[src/rtl/dmem_access_ctrl_pkg.sv]
// Shared definitions for the data-memory access controller:
// func3 access encodings, opcode constants, FSM state type, XLEN.
package dmem_access_ctrl_pkg;

  localparam int unsigned XLEN_C = 64;

  localparam logic [6:0] OPC_LOAD  = 7'b0000011;
  localparam logic [6:0] OPC_STORE = 7'b0100011;

  localparam logic [2:0] F3_B  = 3'b000;
  localparam logic [2:0] F3_H  = 3'b001;
  localparam logic [2:0] F3_W  = 3'b010;
  localparam logic [2:0] F3_D  = 3'b011;
  localparam logic [2:0] F3_BU = 3'b100;
  localparam logic [2:0] F3_HU = 3'b101;
  localparam logic [2:0] F3_WU = 3'b110;

  typedef enum logic [1:0] {SZ_B, SZ_H, SZ_W, SZ_D} size_e;

  typedef enum logic [1:0] {S_IDLE, S_REQ, S_WAIT, S_DONE} state_e;

  // Access size from func3; the undefined encoding 111 behaves as a doubleword.
  function automatic size_e f3_size(input logic [2:0] f3);
    case (f3)
      F3_B, F3_BU: return SZ_B;
      F3_H, F3_HU: return SZ_H;
      F3_W, F3_WU: return SZ_W;
      default:     return SZ_D;
    endcase
  endfunction

  // Zero-extending loads; D needs no extension at full width.
  function automatic logic f3_unsigned(input logic [2:0] f3);
    return (f3 == F3_BU) || (f3 == F3_HU) || (f3 == F3_WU);
  endfunction

endpackage

[src/rtl/dmem_load_align.sv]
// Load data aligner: picks the accessed bytes out of a returned doubleword
// and sign- or zero-extends them to XLEN. Purely combinational.
module dmem_load_align
  import dmem_access_ctrl_pkg::*;
#(
  parameter int unsigned XLEN = XLEN_C
) (
  input  logic [XLEN-1:0] rdata_i,
  input  logic [2:0]      off_i,
  input  logic [2:0]      func3_i,
  output logic [XLEN-1:0] result_o
);

  logic [XLEN-1:0] shifted;
  logic            sext;

  // Shift the addressed byte down to lane 0, then extend per access width.
  always_comb begin
    shifted  = rdata_i >> {off_i, 3'b000};
    sext     = ~f3_unsigned(func3_i);
    result_o = shifted;
    case (f3_size(func3_i))
      SZ_B:    result_o = {{(XLEN-8){sext & shifted[7]}},   shifted[7:0]};
      SZ_H:    result_o = {{(XLEN-16){sext & shifted[15]}}, shifted[15:0]};
      SZ_W:    result_o = {{(XLEN-32){sext & shifted[31]}}, shifted[31:0]};
      default: result_o = shifted;
    endcase
  end

endmodule

[src/rtl/dmem_access_ctrl.sv]
// Data-memory access controller: one load/store at a time, valid/ready
// request to a 64-bit byte-lane memory, aligned/extended writeback.
// Build option: MISALIGN_TRAP_EN -- misaligned accesses complete with
// fault instead of being force-aligned to the access size.
module dmem_access_ctrl
  import dmem_access_ctrl_pkg::*;
#(
  parameter int unsigned ADDR_W = 32,
  parameter int unsigned XLEN   = XLEN_C
) (
  input  logic              clk,
  input  logic              rst_n,
  input  logic              lsu_valid,
  output logic              lsu_ready,
  input  logic              lsu_read_en,
  input  logic              lsu_write_en,
  input  logic [2:0]        lsu_func3,
  input  logic [ADDR_W-1:0] lsu_address,
  input  logic [XLEN-1:0]   lsu_wdata,
  input  logic [4:0]        lsu_rd_idx,
  output logic              mem_req_valid,
  input  logic              mem_req_ready,
  output logic              mem_we,
  output logic [ADDR_W-1:0] mem_addr,
  output logic [XLEN-1:0]   mem_wdata,
  output logic [7:0]        mem_wstrb,
  input  logic              mem_rsp_valid,
  input  logic [XLEN-1:0]   mem_rdata,
  output logic              wb_valid,
  output logic              wb_we,
  output logic [4:0]        wb_rd_idx,
  output logic [XLEN-1:0]   wb_data,
  output logic              fault
);

  state_e            state_q, state_d;
  logic [ADDR_W-1:0] addr_q, addr_d, acc_addr;
  logic [2:0]        func3_q, func3_d;
  logic [XLEN-1:0]   wdata_q, wdata_d;
  logic [XLEN-1:0]   wb_data_q, wb_data_d;
  logic [4:0]        rd_idx_q, rd_idx_d;
  logic              load_q, load_d;
  logic [2:0]        off;
  logic [7:0]        strb;
  logic [XLEN-1:0]   load_result;
`ifdef MISALIGN_TRAP_EN
  logic              fault_q, fault_d, misalign;
`endif

  // Address captured at accept: checked for misalignment, or force-aligned.
  always_comb begin
    acc_addr = lsu_address;
`ifdef MISALIGN_TRAP_EN
    misalign = 1'b0;
    case (f3_size(lsu_func3))
      SZ_H:    misalign = lsu_address[0];
      SZ_W:    misalign = |lsu_address[1:0];
      SZ_D:    misalign = |lsu_address[2:0];
      default: misalign = 1'b0;
    endcase
`else
    case (f3_size(lsu_func3))
      SZ_H:    acc_addr[0]   = 1'b0;
      SZ_W:    acc_addr[1:0] = '0;
      SZ_D:    acc_addr[2:0] = '0;
      default: acc_addr      = lsu_address;
    endcase
`endif
  end

  // State and captured-operation registers.
  always_ff @(posedge clk or negedge rst_n) begin
    if (!rst_n) begin
      state_q   <= S_IDLE;
      addr_q    <= '0;
      func3_q   <= '0;
      wdata_q   <= '0;
      wb_data_q <= '0;
      rd_idx_q  <= '0;
      load_q    <= 1'b0;
`ifdef MISALIGN_TRAP_EN
      fault_q   <= 1'b0;
`endif
    end else begin
      state_q   <= state_d;
      addr_q    <= addr_d;
      func3_q   <= func3_d;
      wdata_q   <= wdata_d;
      wb_data_q <= wb_data_d;
      rd_idx_q  <= rd_idx_d;
      load_q    <= load_d;
`ifdef MISALIGN_TRAP_EN
      fault_q   <= fault_d;
`endif
    end
  end

  // Next-state logic: accept, request handshake, response wait, completion.
  always_comb begin
    state_d   = state_q;
    addr_d    = addr_q;
    func3_d   = func3_q;
    wdata_d   = wdata_q;
    wb_data_d = wb_data_q;
    rd_idx_d  = rd_idx_q;
    load_d    = load_q;
`ifdef MISALIGN_TRAP_EN
    fault_d   = fault_q;
`endif
    case (state_q)
      S_IDLE: begin
        if (lsu_valid && (lsu_read_en || lsu_write_en)) begin
          addr_d    = acc_addr;
          func3_d   = lsu_func3;
          wdata_d   = lsu_wdata;
          rd_idx_d  = lsu_rd_idx;
          load_d    = lsu_read_en;
          wb_data_d = '0;
`ifdef MISALIGN_TRAP_EN
          fault_d   = misalign;
          state_d   = misalign ? S_DONE : S_REQ;
`else
          state_d   = S_REQ;
`endif
        end
      end
      S_REQ: begin
        if (mem_req_ready) state_d = load_q ? S_WAIT : S_DONE;
      end
      S_WAIT: begin
        if (mem_rsp_valid) begin
          wb_data_d = load_result;
          state_d   = S_DONE;
        end
      end
      S_DONE:  state_d = S_IDLE;
      default: state_d = S_IDLE;
    endcase
  end

  assign off = addr_q[2:0];

  // Byte-enable pattern for the captured access.
  always_comb begin
    case (f3_size(func3_q))
      SZ_B:    strb = 8'h01 << off;
      SZ_H:    strb = 8'h03 << off;
      SZ_W:    strb = 8'h0F << off;
      default: strb = 8'hFF;
    endcase
  end

  dmem_load_align #(
    .XLEN(XLEN)
  ) u_load_align (
    .rdata_i (mem_rdata),
    .off_i   (off),
    .func3_i (func3_q),
    .result_o(load_result)
  );

  // Request fields are zero outside REQ so idle/reset values read as 0.
  assign lsu_ready     = (state_q == S_IDLE);
  assign mem_req_valid = (state_q == S_REQ);
  assign mem_we        = mem_req_valid & ~load_q;
  assign mem_addr      = mem_req_valid ? {addr_q[ADDR_W-1:3], 3'b000} : '0;
  assign mem_wdata     = mem_req_valid ? (wdata_q << {off, 3'b000}) : '0;
  assign mem_wstrb     = mem_req_valid ? strb : '0;
  assign wb_valid      = (state_q == S_DONE);
  assign wb_rd_idx     = rd_idx_q;
  assign wb_data       = wb_data_q;
`ifdef MISALIGN_TRAP_EN
  assign wb_we         = wb_valid & load_q & ~fault_q;
  assign fault         = wb_valid & fault_q;
`else
  assign wb_we         = wb_valid & load_q;
  assign fault         = 1'b0;
`endif

endmodule

[config.mk]
export PLATFORM = sky130hd
export DESIGN_NAME = dmem_access_ctrl
export DESIGN_NICKNAME = d
export VERILOG_FILES = /design/src/rtl/dmem_access_ctrl_pkg.sv /design/src/rtl/dmem_load_align.sv /design/src/rtl/dmem_access_ctrl.sv
export SDC_FILE = /design/constraint.sdc
export NUM_CORES = 1
export LEC_CHECK = 0
export ABC_CLOCK_PERIOD_IN_PS = 2230
export CORE_ASPECT_RATIO = 0.5
export CORE_MARGIN = 5
export CORE_UTILIZATION = 43
export DETAILED_ROUTE_END_ITERATION = 10
export HOLD_SLACK_MARGIN = 0.08
export PLACE_DENSITY = 0.88
export SETUP_SLACK_MARGIN = 0.02
export SYNTH_ARGS = -nofsm -noshare
export SYNTH_HDL_FRONTEND = slang
export SYNTH_SLANG_ARGS = --single-unit
[constraint.sdc]
create_clock -name clk -period 2.23 [get_ports clk]
set_input_delay 0.446 -clock clk [delete_from_list [all_inputs] [get_ports clk]]
set_output_delay 0.446 -clock clk [all_outputs]
set_load 0.1 [all_outputs]
==> flow_metrics.py, run 1 <==
metrics = {
    "run_status": {
        "status": "finished with violations",
        "violations": "negative setup slack",
    },
    "grt": {
        "grt_pass1_vias": 11600,
        "antenna_found_initial": 4,
        "grt_overflow": 0,
        "grt_first_pass_wirelength_mm": 69.7,
        "grt_max_degree": 69,
        "grtUsageTotal": 0.318,
    },
    "logic_synthesis": {
        "synthAdderAreaFrac": 0.0116,
        "yosys.area_share.simple": 0.126,
        "synth.cell_area_um2": 10800,
        "ys_top_cells_by_area": "dfrtp_1 (40%), mux2_2 (14%), mux2i_1 (8.5%)",
        "synth_edf_count": 0,
        "ys_seq_area_frac": 0.397,
        "yosysWarnings": 0,
        "ys_seq_elements": 171,
        "ys.flop_type": "dfrtp_1",
        "ys_async_sr_fraction": 1.00,
        "synth-xor-area-share": 0,
        "ys_types": 51,
        "synthMuxAreaShare": 0.263,
        "synth_top_family_by_area": "multiplexers",
        "netlist.area_leader.share": 0.397,
        "synth-compound-area-share": 0.157,
        "syn_inst": 1066,
        "synth.largest_area_cell": "dfrtp_1",
        "syn_area_per_cell_um2": 10.1,
    },
    "sta": {
        "post-route-period-util": 1.26,
        "rsz0062_at_grt": "yes",
        "relSlewSlack": 0.480,
        "tightest_slew_ns": 0.776,
        "setup_ws_ns": -0.577,
        "hold_viol": 0,
        "setup-violations-final": 146,
        "maxSlewViolCount": 0,
        "max_freq_ghz": 0.356,
        "clock_skew_ns": 0.0112,
        "min_period_ns": 2.81,
    },
    "hold_path": {
        "hold_class": "input pin to asynchronous set/reset pin",
    },
    "clock_tree": {
        "worstSkewPairLatency_ns": 0.46,
        "htree_levels": 4,
        "clock-sinks": 171,
        "numCtsBuffers": 17,
        "clk_root_buffer_cell": "clkbuf_16",
        "clk_pin_slew_worst_paths_ns": 0.08,
        "tritoncts": "built",
        "clk_path_buf_depth": 2,
    },
    "setup_path": {
        "crit_buf_inv": 3,
        "cp_cell_sequence": "buf_12 -> buf_6 -> mux2i_1 -> nor2_1 -> a21oi_1 -> o22ai_1 -> and2_4 -> buf_12",
        "slowest_stage": "dfrtp_4",
        "cpPeakStageDelay_ns": 0.46,
        "cp_max_fo": 11,
        "start_kind": "register",
        "crit_family": "buffers and inverters",
        "crit_top_cell": "buf_12",
        "critical_path_class": "register to output pin",
        "cp.arrival_ns": 2.36,
        "end_kind": "output pin",
        "required_ns": 1.78,
    },
    "die": {
        "dieArea_um2": 28500,
        "die_y_um": 122,
        "die_w_um": 234,
        "initial_core_util": 0.443,
        "io_pins": 354,
        "core-area_um2": 24300,
        "rows": 40,
    },
    "job": {
        "maxCapViolations": 0,
    },
    "place": {
        "routabilityCongestion": 0.907,
        "dp_slack_ns": -0.485,
        "place_area_um2": 16800,
        "post-dp-hpwl_mm": 32.0,
        "place_inst": 1769,
        "portBuffers": 349,
    },
    "finish": {
        "final_cell_area_um2": 19100,
        "drive_above_1_share": 0.517,
        "final_cells": 1865,
        "areaGrowthSynthToFinish_pct": 76.9,
        "final_nets": 1698,
        "utilization": 0.784,
    },
    "drt": {
        "dr.pass1.iters": 5,
        "vias": 11400,
        "wire_per_inst_um": 27.5,
        "vias_per_cell": 6.13,
        "totalWireLength_mm": 51.4,
        "antenna_left": 0,
        "drcViolationCount": 0,
        "drt-initial-drc-count": 1211,
    },
}
-- logic make-up (layout without fill, tap and decap cells) --
logic type	after synthesis	in the layout
other cells	1	7
flops	171	171
fa+ha+maj	10	10
compound gates	251	251
mux	245	245
buf+inv	110	567
simple gates	278	278
-- synthesized netlist by cell type, types with 16 or more instances --
cell type / number
a211oi_1: 23
a21oi_1: 45
and2_1: 50
buf_2: 23
clkbuf_1: 57
dfrtp_1: 171
mux2_2: 133
mux2i_1: 92
mux4_2: 16
nand2_1: 108
nor2_1: 61
nor2b_1: 46
o211ai_1: 18
o21ai_0: 70
o21ai_2: 25
-- worst register-to-register path, delay by kind of cell, from the launching register on --
| kind | cells | cell delay, ns |
|---|---|---|
| simple gates | 1 | 0.20 |
| mux | 2 | 0.80 |
| compound gates | 2 | 0.28 |
| flops | 1 | 0.52 |
| buf+inv | 5 | 0.74 |
-- cell usage in the layout (no fill, tap or decap), drive strengths merged, types with 8 or more instances in the layout --
| cell | count |
|---|---|
| o21ai | 98 |
| mux2i | 92 |
| a21oi | 45 |
| mux4 | 16 |
| o22ai | 10 |
| and2 | 50 |
| mux2 | 137 |
| nor2b | 46 |
| ha | 10 |
| nor2 | 61 |
| a211oi | 23 |
| clkdlybuf4s50 | 173 |
| clkbuf | 28 |
| o211ai | 18 |
| nand2 | 108 |
| dfrtp | 171 |
| inv | 18 |
| clkinv | 8 |
| a22o | 10 |
| o31ai | 11 |
| buf | 337 |
-- layer usage --
layer,share of wire,routed length (um),global-route usage,vias up
li1,-,-,-,4726
met1,0.36,18600,0.381,5692
met2,0.49,25400,0.554,771
met3,0.076,3920,0.0482,241
met4,0.068,3500,0.176,2
met5,0.00014,7,0,-
-- flip-flops by register name, summed over array words and instances, names as in the netlist --
name       cells
load_q         1
wb_data       64
addr_q        32
wb_rd_idx      5
state_q        2
func3_q        3
wdata_q       64
-- through the flow --
| stage | setup TNS, ns | hold WS [ns] |
|---|---|---|
| after floorplan | -17.90 | 0.150 |
| after global placement | -19.22 | 0.372 |
| after detailed placement | -23.96 | 0.381 |
| after CTS | -42.98 | 0.461 |
| after global routing | -57.54 | 0.510 |
| final | -51.92 | 0.480 |
-- cell type report --
cell class	count	area [um2]
Antenna cell	3	7.51
Tap cell	336	420
Multi-Input combinational cell	788	7290
Clock buffer	20	457
Clock inverter	12	91.3
Fill cell	1278	5260
Inverter	16	60.1
Sequential cell	171	4290
Timing Repair Buffer	519	6440
-- path summary, 6_finish.rpt --
| path | slack (ns) | cells past startpoint | from | to |
|---|---|---|---|---|
| worst max-delay path | -0.58 | 8 | addr_q[1]$_DFFE_PN0P_ | mem_wdata[42] |
| worst min-delay path | 0.48 | 2 | rst_n | wdata_q[23]$_DFFE_PN0P_ |
| worst max register to register | -0.44 | 10 | addr_q[1]$_DFFE_PN0P_ | wb_data[24]$_DFFE_PN0P_ |
| worst min register to register | 0.48 | 2 | wb_data[49]$_DFFE_PN0P_ | wb_data[49]$_DFFE_PN0P_ |
| max in group asynchronous | 1.00 | 3 | rst_n | wb_data[6]$_DFFE_PN0P_ |
| min in group clk | 0.48 | 2 | wb_data[49]$_DFFE_PN0P_ | wb_data[49]$_DFFE_PN0P_ |
-- what timing repair did --
item / CTS / global route
setup buffers: 24 / 19
hold buffers: 1 / 0
hold endpoints to repair: 32 / 0
pin swaps: 5 / 20
resized for setup: 103 / 139
setup endpoints to repair: 150 / 167
cloned: 11 / 10
Power of run 1 is not shown: default switching activity piles up to over one toggle a cycle in this logic, so the estimate is an artifact.
==> inputs of run 2 (changes only) <==
--- a/config.mk
+++ b/config.mk
@@ -10,6 +10,7 @@
 export CORE_MARGIN = 5
 export CORE_UTILIZATION = 43
 export DETAILED_ROUTE_END_ITERATION = 10
+export GPL_ROUTABILITY_DRIVEN = 0
 export HOLD_SLACK_MARGIN = 0.08
 export PLACE_DENSITY = 0.88
 export SETUP_SLACK_MARGIN = 0.02
==> run 2 against run 1 <==
  * The run ends with design-rule violations, negative setup slack left
  * Register-to-register slack got worse by 0.09 ns
  * Clock-buffer cell count fell by 1
  * Fmax fell by 5.8%
  * Utilization fell by 0.16 points
  * Setup slack got worse by 0.17 ns
  * Final area fell by 0.20%
  * Critical path depth did not move
  * First-iteration DRC count rose by 63%
  * Sequential cell count did not move
  * Critical path type unchanged
==> flow_metrics.py, run 2 (synthesis results as in run 1) <==
metrics = {
    "drt": {
        "vias_per_cell": 6.68,
        "drcViolationCount": 2,
        "vias": 12400,
        "drt-initial-drc-count": 1976,
        "antenna_left": 0,
        "totalWireLength_mm": 59.1,
        "dr.pass1.iters": 11,
        "wire_per_inst_um": 31.9,
    },
    "clock_tree": {
        "clock-sinks": 171,
        "tritoncts": "built",
        "clk_root_buffer_cell": "clkbuf_16",
        "numCtsBuffers": 17,
        "worstSkewPairLatency_ns": 0.48,
        "clk_path_buf_depth": 2,
        "clk_pin_slew_worst_paths_ns": 0.08,
        "htree_levels": 4,
    },
    "sta": {
        "max_freq_ghz": 0.336,
        "relSlewSlack": 0.330,
        "post-route-period-util": 1.34,
        "tns_ns": -62.81,
        "hold_viol": 0,
        "min_period_ns": 2.98,
        "setup-violations-final": 165,
        "hold-worst-slack_ns": 0.384,
        "clock_skew_ns": 0.0204,
        "tightest_slew_ns": 1.00,
        "setup_ws_ns": -0.751,
        "rsz0062_at_grt": "yes",
        "maxSlewViolCount": 0,
    },
    "finish": {
        "utilization": 0.782,
        "drive_above_1_share": 0.510,
        "final-seq-area_um2": 4290,
        "layout_common_cells": "clkdlybuf4s50_1 (173), dfrtp_1 (168), buf_4 (155), mux2_2 (129), buf_12 (124)",
        "areaGrowthSynthToFinish_pct": 76.6,
        "final_common_cell": "clkdlybuf4s50_1",
        "multi_input_area_um2": 7460,
        "nFillCells": 1229,
        "final_cell_area_um2": 19000,
        "final_nets": 1683,
    },
    "die": {
        "rows": 40,
        "die_w_um": 234,
        "core-area_um2": 24300,
        "die_y_um": 122,
        "initial_core_util": 0.443,
        "dieArea_um2": 28500,
        "io_pins": 354,
    },
    "setup_path": {
        "worst-r2r-cell-count": 8,
        "start_kind": "register",
        "critical_path_class": "register to output pin",
        "r2r_setup_slack_ns": -0.53,
        "required_ns": 1.78,
        "cp.arrival_ns": 2.53,
        "end_kind": "output pin",
        "cp_max_fo": 8,
    },
    "grt": {
        "grtUsageTotal": 0.348,
        "grt_first_pass_wirelength_mm": 75.6,
        "antenna_found_initial": 8,
        "grt_max_degree": 65,
        "grt_overflow": 0,
        "grt_pass1_vias": 12300,
    },
    "place": {
        "portBuffers": 349,
        "place_area_um2": 16700,
        "post-dp-hpwl_mm": 32.2,
    },
    "hold_path": {
        "hold_class": "input pin to asynchronous set/reset pin",
    },
    "run_status": {
        "status": "finished with violations",
        "violations": "design-rule violations, negative setup slack",
    },
    "job": {
        "maxCapViolations": 0,
    },
}
## run 2: stage by stage
step                cells  setup WS, ns
finish               1853        -0.751
CTS                  1827        -0.459
global route         1853        -0.750
floorplan            1069        -0.360
detailed placement   1763        -0.465
global placement     1763        -0.378
## run 2: what timing repair did
item                       4_1_cts  5_1_grt
setup endpoints to repair      159      167
gates resized for setup        137      147
hold buffers                     1        0
hold endpoints to repair        12        0
gates cloned                    13        2
setup buffers                   19       23
pin swaps                       18       50
## run 2: path summary, 6_finish.rpt
kind,start,endpoint
max,addr_q[1]$_DFFE_PN0P_,mem_wdata[45]
min,rst_n,state_q[1]$_DFFE_PN0P_
min in group clk,wb_data[38]$_DFFE_PN0P_,wb_data[38]$_DFFE_PN0P_
max reg2reg,addr_q[1]$_DFFE_PN0P_,wb_data[58]$_DFFE_PN0P_
max in group asynchronous,rst_n,addr_q[28]$_DFFE_PN0P_
min reg2reg,wb_data[38]$_DFFE_PN0P_,wb_data[38]$_DFFE_PN0P_
## run 2: cell type report
| type | count | share of cell area |
|---|---|---|
| Antenna cell | 6 | 0.000789 |
| Inverter | 16 | 0.00316 |
| Multi-Input combinational cell | 788 | 0.392 |
| Clock buffer | 19 | 0.0228 |
| Sequential cell | 171 | 0.225 |
| Clock inverter | 13 | 0.00500 |
| Timing Repair Buffer | 504 | 0.328 |
| Tap cell | 336 | 0.0221 |
## run 2: critical path, stage by stage (launching register included)
cell     delay [ns]
dfrtp_4        0.60
buf_16         0.20
buf_12         0.13
mux2i_1        0.14
nor2_1         0.19
a21oi_2        0.05
o22ai_1        0.29
and2_4         0.24
buf_12         0.18
## run 2: layer usage
layer / wire length (um) / vias to the layer above / global-route usage / part of all wire
li1: - / 4674 / - / -
met1: 19500 / 5998 / 0.391 / 0.33
met2: 27100 / 1208 / 0.591 / 0.46
met3: 6700 / 492 / 0.0899 / 0.11
met4: 5820 / 0 / 0.226 / 0.098
met5: 0 / - / 0 / 0
Power of run 2 is left out for the same reason.
